$ cat src/rtl/bsg_manycore_store_tracker.sv
// rtl/bsg_manycore_store_tracker.sv - per-class outstanding remote store tracker with fence and underflow error
module bsg_manycore_store_tracker #(
    parameter int num_classes_p = 2,
    parameter int max_out_p     = 32,
    localparam int cnt_width_lp = $clog2(max_out_p + 1),
    localparam int cls_width_lp = (num_classes_p > 1) ? $clog2(num_classes_p) : 1
) (
    input  logic                                  clk_i,
    input  logic                                  reset_i,
    input  logic                                  launch_v_i,
    input  logic [cls_width_lp-1:0]               launch_class_i,
    output logic                                  launch_ready_o,
    input  logic                                  ret_v_i,
    input  logic [cls_width_lp-1:0]               ret_class_i,
    input  logic                                  fence_v_i,
    input  logic [num_classes_p-1:0]              fence_mask_i,
    output logic                                  fence_ready_o,
    output logic                                  fence_done_o,
    output logic [num_classes_p*cnt_width_lp-1:0] count_o,
    output logic                                  err_o,
    output logic [cls_width_lp-1:0]               err_class_o,
    input  logic                                  err_clear_i
);

    typedef enum logic {
        IDLE,
        FENCE_WAIT
    } state_e;

    state_e                    state_q, state_d;
    logic [num_classes_p-1:0]  mask_q, mask_d;
    logic                      err_q, err_d;
    logic [cls_width_lp-1:0]   err_class_q, err_class_d;
    logic                      done_q, done_d;
    logic [cnt_width_lp-1:0]   cnt_q [num_classes_p];
    logic [cnt_width_lp-1:0]   cnt_d [num_classes_p];

    logic [num_classes_p-1:0]  launch_sel, ret_sel;
    logic [num_classes_p-1:0]  cnt_full, cnt_zero, nonzero_d, launch_hit;
    logic                      launch_acc, ret_uf, post_zero, wait_zero;

    // One-hot class decode; an out-of-range index decodes to all zeros.
    always_comb begin
        launch_sel = '0;
        ret_sel    = '0;
        cnt_full   = '0;
        cnt_zero   = '0;
        for (int c = 0; c < num_classes_p; c++) begin
            launch_sel[c] = (launch_class_i == cls_width_lp'(c));
            ret_sel[c]    = (ret_class_i == cls_width_lp'(c));
            cnt_full[c]   = (cnt_q[c] == cnt_width_lp'(max_out_p));
            cnt_zero[c]   = (cnt_q[c] == '0);
        end
    end

    assign launch_ready_o = (|(launch_sel & ~cnt_full)) && (state_q == IDLE);
    assign launch_acc     = launch_v_i & launch_ready_o;
    assign launch_hit     = launch_sel & {num_classes_p{launch_acc}};
    assign ret_uf         = ret_v_i & ((~|ret_sel) | (|(ret_sel & cnt_zero & ~launch_hit)));

    always_comb begin
        nonzero_d = '0;
        for (int c = 0; c < num_classes_p; c++) begin
            cnt_d[c] = cnt_q[c];
            if (launch_hit[c] && !(ret_v_i && ret_sel[c])) begin
                cnt_d[c] = cnt_q[c] + cnt_width_lp'(1);
            end else if (!launch_hit[c] && ret_v_i && ret_sel[c] && !cnt_zero[c]) begin
                cnt_d[c] = cnt_q[c] - cnt_width_lp'(1);
            end
            nonzero_d[c] = (cnt_d[c] != '0);
        end
    end

    assign post_zero = ~|(fence_mask_i & nonzero_d);
    assign wait_zero = ~|(mask_q & ~cnt_zero);

    // A clear in the same cycle as a new underflow loses to the underflow.
    always_comb begin
        err_d       = err_q;
        err_class_d = err_class_q;
        if (err_clear_i) begin
            err_d       = 1'b0;
            err_class_d = '0;
        end
        if (ret_uf) begin
            err_d = 1'b1;
            if (!err_q || err_clear_i) begin
                err_class_d = ret_class_i;
            end
        end
    end

    always_comb begin
        state_d      = state_q;
        mask_d       = mask_q;
        done_d       = 1'b0;
        fence_done_o = done_q;
        case (state_q)
            IDLE: begin
                if (fence_v_i) begin
                    if (post_zero) begin
                        done_d = 1'b1;
                    end else begin
                        mask_d  = fence_mask_i;
                        state_d = FENCE_WAIT;
                    end
                end
            end
            FENCE_WAIT: begin
                if (wait_zero) begin
                    fence_done_o = 1'b1;
                    mask_d       = '0;
                    state_d      = IDLE;
                end
            end
            default: state_d = IDLE;
        endcase
    end

    assign fence_ready_o = (state_q == IDLE);
    assign err_o         = err_q;
    assign err_class_o   = err_class_q;

    always_comb begin
        count_o = '0;
        for (int c = 0; c < num_classes_p; c++) begin
            count_o[c*cnt_width_lp +: cnt_width_lp] = cnt_q[c];
        end
    end

    always_ff @(posedge clk_i or negedge reset_i) begin
        if (!reset_i) begin
            state_q     <= IDLE;
            mask_q      <= '0;
            err_q       <= 1'b0;
            err_class_q <= '0;
            done_q      <= 1'b0;
            for (int c = 0; c < num_classes_p; c++) begin
                cnt_q[c] <= '0;
            end
        end else begin
            state_q     <= state_d;
            mask_q      <= mask_d;
            err_q       <= err_d;
            err_class_q <= err_class_d;
            done_q      <= done_d;
            for (int c = 0; c < num_classes_p; c++) begin
                cnt_q[c] <= cnt_d[c];
            end
        end
    end

endmodule

$ cat config.mk
export PLATFORM = sky130hd
export DESIGN_NAME = bsg_manycore_store_tracker
export DESIGN_NICKNAME = d
export VERILOG_FILES = /design/src/rtl/bsg_manycore_store_tracker.sv
export SDC_FILE = /design/constraint.sdc
export NUM_CORES = 1
export LEC_CHECK = 0
export BUFFER_PORTS_ARGS = -buffer_cell sky130_fd_sc_hd__buf_2
export CELL_PAD_IN_SITES_DETAIL_PLACEMENT = 0
export CELL_PAD_IN_SITES_GLOBAL_PLACEMENT = 1
export CORE_ASPECT_RATIO = 1.25
export CORE_UTILIZATION = 46
export CTS_BUF_LIST = sky130_fd_sc_hd__clkbuf_4 sky130_fd_sc_hd__clkbuf_8
export CTS_CLUSTER_SIZE = 20
export DETAILED_ROUTE_END_ITERATION = 12
export GPL_TIMING_DRIVEN = 0
export PLACE_DENSITY_LB_ADDON = 0.25
export SLEW_MARGIN = 20
export SYNTH_ARGS = -nofsm -noshare
export SYNTH_HDL_FRONTEND = slang
export SYNTH_SLANG_ARGS = --single-unit
$ cat constraint.sdc
create_clock -name clk_i -period 6.6 [get_ports clk_i]
set_input_delay 0.66 -clock clk_i [delete_from_list [all_inputs] [get_ports clk_i]]
set_output_delay 0.66 -clock clk_i [all_outputs]
set_load 0.02 [all_outputs]
==> run_results.csv, run 1 <==
group,metric,value,unit
sta,setup_tns,0,ns
pwr,power.total,0.692,mW
grt,use_met2,37.6,%
placement,place_hpwl,2150,um
setup_path,critical_path.max_fanout,9,
finish,drive_above_1_share,27.0,%
drt,drt_wl_total,2780,um
yosys,yosysTopAreaCellShare,34.6,%
clock_tree,hold_buffers,0,
floorplan,die_y,61.5,um
yosys,synth_most_common_cell,"dfrtp_1",
clock_tree,clkTransAtPathRegs,0.11,ns
yosys,syn_nets,148,
floorplan,initial_core_util,48.6,%
run,drv_cap,0,
pwr,p_clk_share,9.8,%
setup_path,end_kind,"register",
yosys,synthArstFlopShare,100,%
yosys,syn_area,0.00130,mm^2
pwr,seq_power_share,34.1,%
setup_path,critPathLaunchType,"register",
clock_tree,clockBufferDepth,2,
sta,worstMarginPinSlew,0.619,ns
yosys,synth_commonest_cells,"18 x dfrtp_1, 16 x nand2_1, 7 x nand2b_1",
sta,rsz0062_at_grt,"no",
placement,finalWeightedCongestion,0.758,
sta,setup_viol_count_final,0,
floorplan,die_w,49.6,um
hold_path,hold_class,"in -> async",
pwr,power.switching,0.339,mW
drt,vias,1128,
grt,track_usage,20.6,%
yosys,synth-seq-area-share,34.6,%
clock_tree,ctsResizeCount,0,
pwr,p_int,0.354,mW
pwr,p_leak,0.692,nW
clock_tree,h-tree-depth,1,
yosys,synth_cell_types,53,
grt,met3_usage,3.46,%
pwr,p_sw_share,48.9,%
sta,slew-limit-headroom,58.7,%
finish,diodes,0,
drt,wire_per_inst,14.1,um
yosys,dominantRegCellSynth,"dfrtp_1",
sta,timing.final.crit_share,48.3,%
finish,fillers,268,
placement,placed_cells,193,
grt,use_met1,24.5,%
drt,drc_errors,0,
placement,io_buffer_count,26,
yosys,yosysWarnings,0,
finish,layout.nets,179,
clock_tree,clk_latency,0.29,ns
sta,hold_viol,0,
sta,slew_viol_final,0,
clock_tree,postCtsSetupRepairBufs,0,
setup_path,max_stage_delay,0.61,ns
setup_path,cp_data_arrival_time,3.36,ns
setup_path,path_class,"reg -> reg",
drt,ant_nets,0,
setup_path,path_cells,"inv_1 > ha_1 > nor4b_4 > a311oi_2 > nand4_1 > o31ai_1 > xor2_1 > or4_4 > mux2i_1 > or3_1",
status,status,"finished, final reports clean",
finish,syn_to_final_growth,16.0,%
yosys,synth.area.top_cells,"dfrtp_1 35%, ha_1 4.8%, nand2_1 4.6%",
floorplan,die_area,0.00305,mm^2
clock_tree,root_buffer,"clkbuf_4",
yosys,synth_top_area_cell,"dfrtp_1",
grt,grt_first_pass_wirelength,4710,um
yosys,synth_area_per_cell,9.79,um^2
pwr,powerDensity,458,mW/mm^2
grt,antenna_found_initial,0,
clock_tree,clock_sinks,18,
drt,vias_per_cell,5.73,
pwr,peakVddDrop,261,uV
grt,top_usage_layer,"met2",
yosys,synthCells,133,
floorplan,rows,21,
clock_tree,numCtsBuffers,3,
grt,grt_max_degree,19,
floorplan,fp.coreArea,0.00268,mm^2
sta,finalClockSkew,0.00561,ns
grt,grt_pass1_vias,1063,
pwr,power_frac_comb,56.0,%
grt,grt_overflow,0,
yosys,ys_ff_latch,18,
placement,place_ws,3.28,ns
setup_path,required,6.78,ns
sta,final.setup.worst_slack,3.41,ns
yosys,synth_edf_count,0,
floorplan,num_io_pins,27,
clock_tree,cts_tree,"yes",
setup_path,slowest_stage,"a311oi_2",
drt,firstDrtPassIters,6,
drt,initialDrtViolationCount,33,
finish,layoutNonFillerInstCount,197,
sta,min_period,3.19,ns
sta,fmax,314,MHz
[placed cells by master, fill, tap and decap left out, types with 2 or more instances in the layout]
cell type | netlist | routed
a2111oi_0 | 2 | 2
a21oi_1 | 2 | 2
a31oi_1 | 2 | 2
and3_1 | 2 | 2
buf_2 | 1 | 27
clkbuf_4 | 0 | 3
dfrtp_1 | 18 | 18
ha_1 | 5 | 5
inv_1 | 5 | 5
mux2i_1 | 2 | 2
nand2_1 | 16 | 16
nand2b_1 | 7 | 7
nand3_1 | 6 | 6
nand3b_1 | 2 | 2
nand4_1 | 2 | 2
nor2_1 | 6 | 6
nor2b_1 | 3 | 3
nor3_1 | 4 | 4
nor4b_4 | 2 | 2
o21ai_0 | 4 | 4
o22ai_1 | 2 | 2
or3_1 | 2 | 2
xnor2_1 | 6 | 6
xor2_1 | 2 | 2
[final cells by class]
class	instances	area, um^2	area share (%)
inverter	5	18.8	1.24
buffer	2	16.3	1.08
tap	34	42.5	2.81
timing repair buffer	26	130	8.61
sequential	18	450	29.8
clock buffer	4	36.3	2.40
multi-input combinational	108	817	54.1
[per-stage QoR]
stage | util, % | hold WS (ns) | area, um^2
CTS | 56.4 | 0.290 | 1510
global route | 56.4 | 0.298 | 1510
global placement | 55.0 | 0.505 | 1480
finish | 56.4 | 0.288 | 1510
detailed placement | 55.0 | 0.534 | 1480
floorplan | - | 0.364 | 1300
[power by group through the flow]
stage / Sequential (mW) / Clock (mW) / Combinational (mW)
global route: 0.248 / 0.0751 / 0.432
detailed placement: 0.239 / 0 / 0.389
CTS: 0.236 / 0.0708 / 0.391
global placement: 0.236 / 0 / 0.385
finish: 0.236 / 0.0679 / 0.388
floorplan: 0.273 / 0 / 0.246
[routing by layer]
metal  routed length [um]  vias up
met5                    0        -
met4                   19        0
met3                   87        2
met2                 1440       20
met1                 1230      546
li1                     -      560
[registers in the layout (all words and copies together), names as in the netlist]
| name | flops |
|---|---|
| count_o | 12 |
| mask_q | 2 |
| done_q | 1 |
| err_class_o | 1 |
| err_o | 1 |
| state_q | 1 |
[cell families (layout without fill, tap and decap cells)]
logic type,count (synthesis),count (layout),synth area share (%)
AND/OR/NAND/NOR,63,63,30.3
buffers and inverters,7,37,2.69
flip-flops,18,18,34.6
multiplexers,2,2,1.54
adder cells (fa/ha/maj),5,5,4.80
XOR/XNOR,9,9,6.63
AO/OA/AOI/OAI,29,29,19.5
[worst max-delay path, delay by kind of cell, from the launching register on]
kind	cells	cell delay (ns)
buffers and inverters	1	0.09
XOR/XNOR	1	0.13
AND/OR/NAND/NOR	4	1.23
adder cells (fa/ha/maj)	1	0.26
multiplexers	1	0.13
AO/OA/AOI/OAI	2	0.72
flip-flops	1	0.50
[path summary, 6_finish.rpt]
kind                                      startpoint                     to  slack, ns  depth (start not counted)
min in group clk_i                 err_o$_DFFE_PN0P_  err_class_o$_DFF_PN0_       0.55                          2
worst max-delay path            count_o[6]$_DFF_PN0_  mask_q[0]$_DFFE_PN0P_       3.41                         10
worst min-delay path                         reset_i   count_o[1]$_DFF_PN0_       0.29                          1
worst max register to register  count_o[6]$_DFF_PN0_  mask_q[0]$_DFFE_PN0P_       3.41                         10
worst min register to register     err_o$_DFFE_PN0P_  err_class_o$_DFF_PN0_       0.55                          2
max in group asynchronous                    reset_i   count_o[8]$_DFF_PN0_       6.01                          1
(Power assumes the default switching activity.)
==> inputs of run 2 (changes only) <==
--- a/config.mk
+++ b/config.mk
@@ -9,7 +9,7 @@
 export CELL_PAD_IN_SITES_DETAIL_PLACEMENT = 0
 export CELL_PAD_IN_SITES_GLOBAL_PLACEMENT = 1
 export CORE_ASPECT_RATIO = 1.25
-export CORE_UTILIZATION = 46
+export CORE_UTILIZATION = 39
 export CTS_BUF_LIST = sky130_fd_sc_hd__clkbuf_4 sky130_fd_sc_hd__clkbuf_8
 export CTS_CLUSTER_SIZE = 20
 export DETAILED_ROUTE_END_ITERATION = 12
==> constraint.sdc (replaced) <==
create_clock -name clk_i -period 2.7 [get_ports clk_i]
set_input_delay 0.27 -clock clk_i [delete_from_list [all_inputs] [get_ports clk_i]]
set_output_delay 0.27 -clock clk_i [all_outputs]
set_load 0.02 [all_outputs]
==> run 2 against run 1 <==
Cell count is 13% higher. Utilization is 2.4 points higher. Highest routed layer unchanged. Sequential share of layout area is 5.6 points lower. The run now ends with negative setup slack left. Sequential power is 140% higher. Via count is 11% higher. Register-to-register slack worse by 3.4 ns. Combinational power grew to 3.4 times the previous value.
==> run_results.csv, run 2 (synthesis results as in run 1) <==
group,metric,value,unit
grt,track_usage,21.7,%
placement,place_ws,-0.206,ns
pwr,power.total,2.13,mW
setup_path,cp_data_arrival_time,2.87,ns
drt,drc_errors,0,
setup_path,end_kind,"register",
status,status,"finished with violations",
clock_tree,clockBufferDepth,2,
drt,firstDrtPassIters,6,
finish,regArea,455,um^2
clock_tree,root_buffer,"clkbuf_8",
sta,setup_viol_count_final,2,
drt,vias_per_cell,5.65,
drt,wire_per_inst,15.7,um
sta,hold_viol,0,
hold_path,hold_class,"in -> reg",
drt,drt_wl_total,3490,um
clock_tree,clock_sinks,18,
clock_tree,clkTransAtPathRegs,0.07,ns
floorplan,die_area,0.00358,mm^2
drt,vias,1255,
finish,layoutNonFillerInstCount,222,
clock_tree,cts_tree,"yes",
sta,min_period,2.73,ns
drt,initialDrtViolationCount,30,
clock_tree,h-tree-depth,1,
finish,drive_above_1_share,49.7,%
finish,multi_input_area,988,um^2
finish,fillers,287,
sta,fmax,367,MHz
finish,largest_reg_flops,12,
drt,ant_nets,0,
floorplan,num_io_pins,27,
finish,layout_common_cells,"27 x buf_2, 21 x buf_4, 16 x nand2_1",
sta,slew-limit-headroom,63.5,%
finish,layout.nets,201,
run,drv_cap,0,
sta,final.setup.worst_slack,-0.0271,ns
pwr,p_leak,0.847,nW
grt,grt_overflow,0,
sta,slew_viol_final,0,
sta,worstMarginPinSlew,0.546,ns
floorplan,die_w,53.7,um
finish,diodes,0,
grt,grt_pass1_vias,1195,
setup_path,required,2.84,ns
floorplan,initial_core_util,40.8,%
setup_path,critical_path.max_fanout,6,
placement,placed_cells,196,
sta,timing.final.crit_share,101,%
grt,grt_max_degree,19,
floorplan,die_y,66.6,um
pwr,peakVddDrop,602,uV
finish,syn_to_final_growth,44.2,%
grt,grt_first_pass_wirelength,5620,um
finish,final_common_cell,"buf_2",
grt,antenna_found_initial,0,
status,violations,"negative setup slack",
clock_tree,numCtsBuffers,3,
floorplan,rows,23,
placement,io_buffer_count,26,
placement,place_hpwl,2300,um
sta,setup_tns,-0.0490,ns
floorplan,fp.coreArea,0.00319,mm^2
placement,postPlaceCellArea,0.00154,mm^2
placement,finalWeightedCongestion,0.788,
setup_path,critPathLaunchType,"register",
pwr,powerDensity,1130,mW/mm^2
sta,rsz0062_at_grt,"yes",
finish,final_area,0.00188,mm^2
setup_path,path_class,"reg -> reg",
clock_tree,clk_latency,0.26,ns
sta,finalClockSkew,0.00368,ns
## run 2: changes by cell type in the layout (fill, tap and decap cells not counted), moves of 3 or more
| cell | before | now |
|---|---|---|
| buf_4 | 0 | 21 |
| dfrtp_1 | 18 | 14 |
| dfrtp_2 | 0 | 4 |
| inv_1 | 5 | 1 |
| inv_2 | 0 | 4 |
| clkbuf_4 | 3 | 0 |
| clkbuf_8 | 1 | 4 |
| nand2b_4 | 0 | 3 |
## run 2: what timing repair did
| item | in CTS | in global routing |
|---|---|---|
| endpoints found under the hold margin | 18 | 0 |
| hold buffers | 1 | 0 |
| pin swaps | 8 | 8 |
| gates resized for setup | 14 | 8 |
| buffers inserted | 16 | 5 |
| setup endpoints to repair | 3 | 3 |
## run 2: where the power goes
| part | switching [mW] | leakage [nW] | internal (mW) | total (mW) |
|---|---|---|---|---|
| clock network | 0.0980 | 0.0288 | 0.130 | 0.228 |
| registers | 0.177 | 0.217 | 0.398 | 0.575 |
| logic | 0.728 | 0.601 | 0.597 | 1.33 |
## run 2: worst max-delay path: stages, from the launching register on
cell,delay (ns)
dfrtp_1,0.45
or3b_4,0.46
a211oi_4,0.29
and4_1,0.28
a31oi_4,0.05
xnor2_2,0.18
o41ai_4,0.40
nor3b_2,0.11
or3_1,0.37
## run 2: metrics by stage
stage                     hold WS (ns)  utilization [%]
after floorplan                -0.0256                -
after global placement           0.237             48.1
after detailed placement         0.240             48.1
after CTS                        0.279             56.2
after global routing             0.294             58.8
final                            0.279             58.8
## run 2: worst paths after layout
path	start	endpoint	slack (ns)	cells after the start
worst min-delay path	ret_v_i	err_o$_DFFE_PN0P_	0.28	3
worst min register to register	err_o$_DFFE_PN0P_	err_o$_DFFE_PN0P_	0.53	2
worst max register to register	state_q$_DFF_PN0_	mask_q[0]$_DFFE_PN0P_	-0.03	8
min in group asynchronous	reset_i	done_q$_DFF_PN0_	0.48	2
worst max-delay path	state_q$_DFF_PN0_	mask_q[0]$_DFFE_PN0P_	-0.03	8
max in group asynchronous	reset_i	count_o[7]$_DFF_PN0_	1.90	2
## run 2: layer usage
| layer | routed length, um | share of wire, % | GRT usage [%] |
|---|---|---|---|
| met5 | 0 | 0 | 0 |
| met2 | 1880 | 54 | 39.2 |
| met1 | 1430 | 41 | 24.8 |
| met3 | 118 | 3.4 | 3.65 |
| met4 | 68 | 1.9 | 6.91 |
## run 2: cell type report
class,count,share of cell area [%]
Buffer,2,0.866
Tap cell,37,2.47
Timing Repair Buffer,48,15.9
Clock buffer,4,2.93
Sequential cell,18,24.3
Multi-Input combinational cell,108,52.6
Inverter,5,0.999
==> inputs of run 3 (changes only) <==
==> constraint.sdc (replaced) <==
create_clock -name clk_i -period 2.7 [get_ports clk_i]
set_input_delay 0.54 -clock clk_i [delete_from_list [all_inputs] [get_ports clk_i]]
set_output_delay 0.54 -clock clk_i [all_outputs]
set_load 0.02 [all_outputs]
==> run 3 against run 2 <==
Critical path depth grew 3. Global-route usage shrank 1.3 points. Total power shrank 3.4%. The flow still finishes with violations (negative setup slack). Critical endpoint is now state_q$_DFF_PN0_. Largest power group unchanged. Sequential share of layout area grew 1.4 points.
==> run_results.csv, run 3 (synthesis results as in run 1) <==
group,metric,value,unit
status,status,"finished with violations",
status,violations,"negative setup slack",
sta,min_period,2.72,ns
finish,layout.nets,193,
sta,timing.final.crit_share,101,%
sta,rsz0062_at_grt,"yes",
floorplan,fp.coreArea,0.00319,mm^2
drt,ant_nets,0,
drt,firstDrtPassIters,4,
grt,grt_overflow,0,
grt,antenna_found_initial,0,
setup_path,end_kind,"register",
finish,final_common_cell,"buf_2",
clock_tree,clockBufferDepth,2,
grt,grt_first_pass_wirelength,5330,um
finish,diodes,0,
clock_tree,clk_latency,0.25,ns
floorplan,rows,23,
sta,worstMarginPinSlew,0.442,ns
sta,finalClockSkew,0.00527,ns
setup_path,slowest_stage,"or4_4",
pwr,p_leak,0.802,nW
grt,track_usage,20.4,%
clock_tree,cts_tree,"yes",
sta,slew_viol_final,0,
finish,syn_to_final_growth,36.6,%
drt,vias_per_cell,5.69,
finish,fillers,298,
placement,place_ws,-0.307,ns
clock_tree,h-tree-depth,1,
finish,final_area,0.00178,mm^2
clock_tree,clkTransAtPathRegs,0.07,ns
sta,setup_viol_count_final,2,
drt,wire_per_inst,15.5,um
finish,layout_common_cells,"26 x buf_2, 16 x nand2_1, 14 x buf_4",
floorplan,die_w,53.7,um
drt,drc_errors,0,
pwr,power.total,2.05,mW
clock_tree,numCtsBuffers,3,
setup_path,path_class,"reg -> reg",
placement,placed_cells,196,
drt,drt_wl_total,3310,um
floorplan,die_y,66.6,um
sta,hold_viol,0,
finish,layoutNonFillerInstCount,214,
hold_path,hold_class,"in -> async",
setup_path,cp_data_arrival_time,2.85,ns
drt,vias,1217,
sta,slew-limit-headroom,70.5,%
grt,grt_pass1_vias,1132,
placement,io_buffer_count,26,
sta,final.setup.worst_slack,-0.0177,ns
sta,fmax,368,MHz
placement,finalWeightedCongestion,0.788,
placement,place_hpwl,2300,um
floorplan,num_io_pins,27,
setup_path,max_stage_delay,0.57,ns
setup_path,path_cells,"inv_2 > ha_4 > nor4b_4 > buf_4 > a311oi_4 > nand3b_1 > o21ai_0 > o21bai_1 > or4_4 > nand3_2 > or3b_1",
floorplan,initial_core_util,40.8,%
setup_path,critical_path.max_fanout,5,
floorplan,die_area,0.00358,mm^2
grt,grt_max_degree,19,
pwr,powerDensity,1150,mW/mm^2
finish,largest_reg_flops,12,
pwr,peakVddDrop,584,uV
placement,postPlaceCellArea,0.00154,mm^2
setup_path,critPathLaunchType,"register",
clock_tree,root_buffer,"clkbuf_8",
sta,hold_ws,0.218,ns
setup_path,required,2.84,ns
clock_tree,clock_sinks,18,
run,drv_cap,0,
drt,initialDrtViolationCount,24,
finish,drive_above_1_share,48.0,%
==> run 3: cell type report <==
cell class / instances / area (um^2) / share of cell area, %
buffer: 2 / 16.3 / 0.914
clock buffer: 4 / 55.1 / 3.09
inverter: 5 / 18.8 / 1.05
multi-input combinational: 108 / 945 / 53.1
sequential: 18 / 457 / 25.7
tap: 37 / 46.3 / 2.60
timing repair buffer: 40 / 241 / 13.6
==> run 3: report_power, final <==
part / internal [mW] / switching (mW) / leakage (nW)
logic: 0.572 / 0.690 / 0.557
registers: 0.400 / 0.169 / 0.216
clock network: 0.130 / 0.0947 / 0.0288
total: 1.10 / 0.954 / 0.802
==> run 3: critical path: cells and delay by family (launching register included) <==
kind                       cells  cell delay (ns)
buffers and inverters          2             0.22
AOI/OAI and AO/OA              3             0.60
DFF                            1             0.38
and+or+nand+nor                5             1.22
adders and majority gates      1             0.17
==> run 3: worst paths after layout <==
path	startpoint	end	slack, ns	cells after the start
hold reg to reg	err_o$_DFFE_PN0P_	err_o$_DFFE_PN0P_	0.53	2
setup / recovery	count_o[6]$_DFF_PN0_	state_q$_DFF_PN0_	-0.02	11
min in group clk_i	err_o$_DFFE_PN0P_	err_o$_DFFE_PN0P_	0.53	2
setup reg to reg	count_o[6]$_DFF_PN0_	state_q$_DFF_PN0_	-0.02	11
max in group asynchronous	reset_i	count_o[7]$_DFF_PN0_	2.15	1
hold / removal	reset_i	count_o[5]$_DFF_PN0_	0.22	1
==> run 3: routing by layer <==
| layer | vias up | routed length, um | GRT usage [%] |
|---|---|---|---|
| li1 | 583 | - | - |
| met1 | 600 | 1380 | 24.1 |
| met2 | 30 | 1790 | 36.0 |
| met3 | 4 | 106 | 3.42 |
| met4 | 0 | 34 | 6.91 |
| met5 | - | 0 | 0 |
==> run 3: repair_timing <==
| item | 4_1_cts | 5_1_grt |
|---|---|---|
| setup endpoints to repair | 4 | 3 |
| pin swaps | 6 | 1 |
| buffers inserted | 11 | 3 |
| gates resized for setup | 13 | 7 |
| hold endpoints to repair | 0 | 0 |
| hold buffers | 0 | 0 |
==> run 3: per-stage QoR <==
step	utilization [%]	TNS (ns)
final	55.7	-0.0323
after global routing	55.7	-0.311
after CTS	54.3	0
after detailed placement	48.1	-0.679
after global placement	48.1	-0.711
after floorplan	-	-0.00563
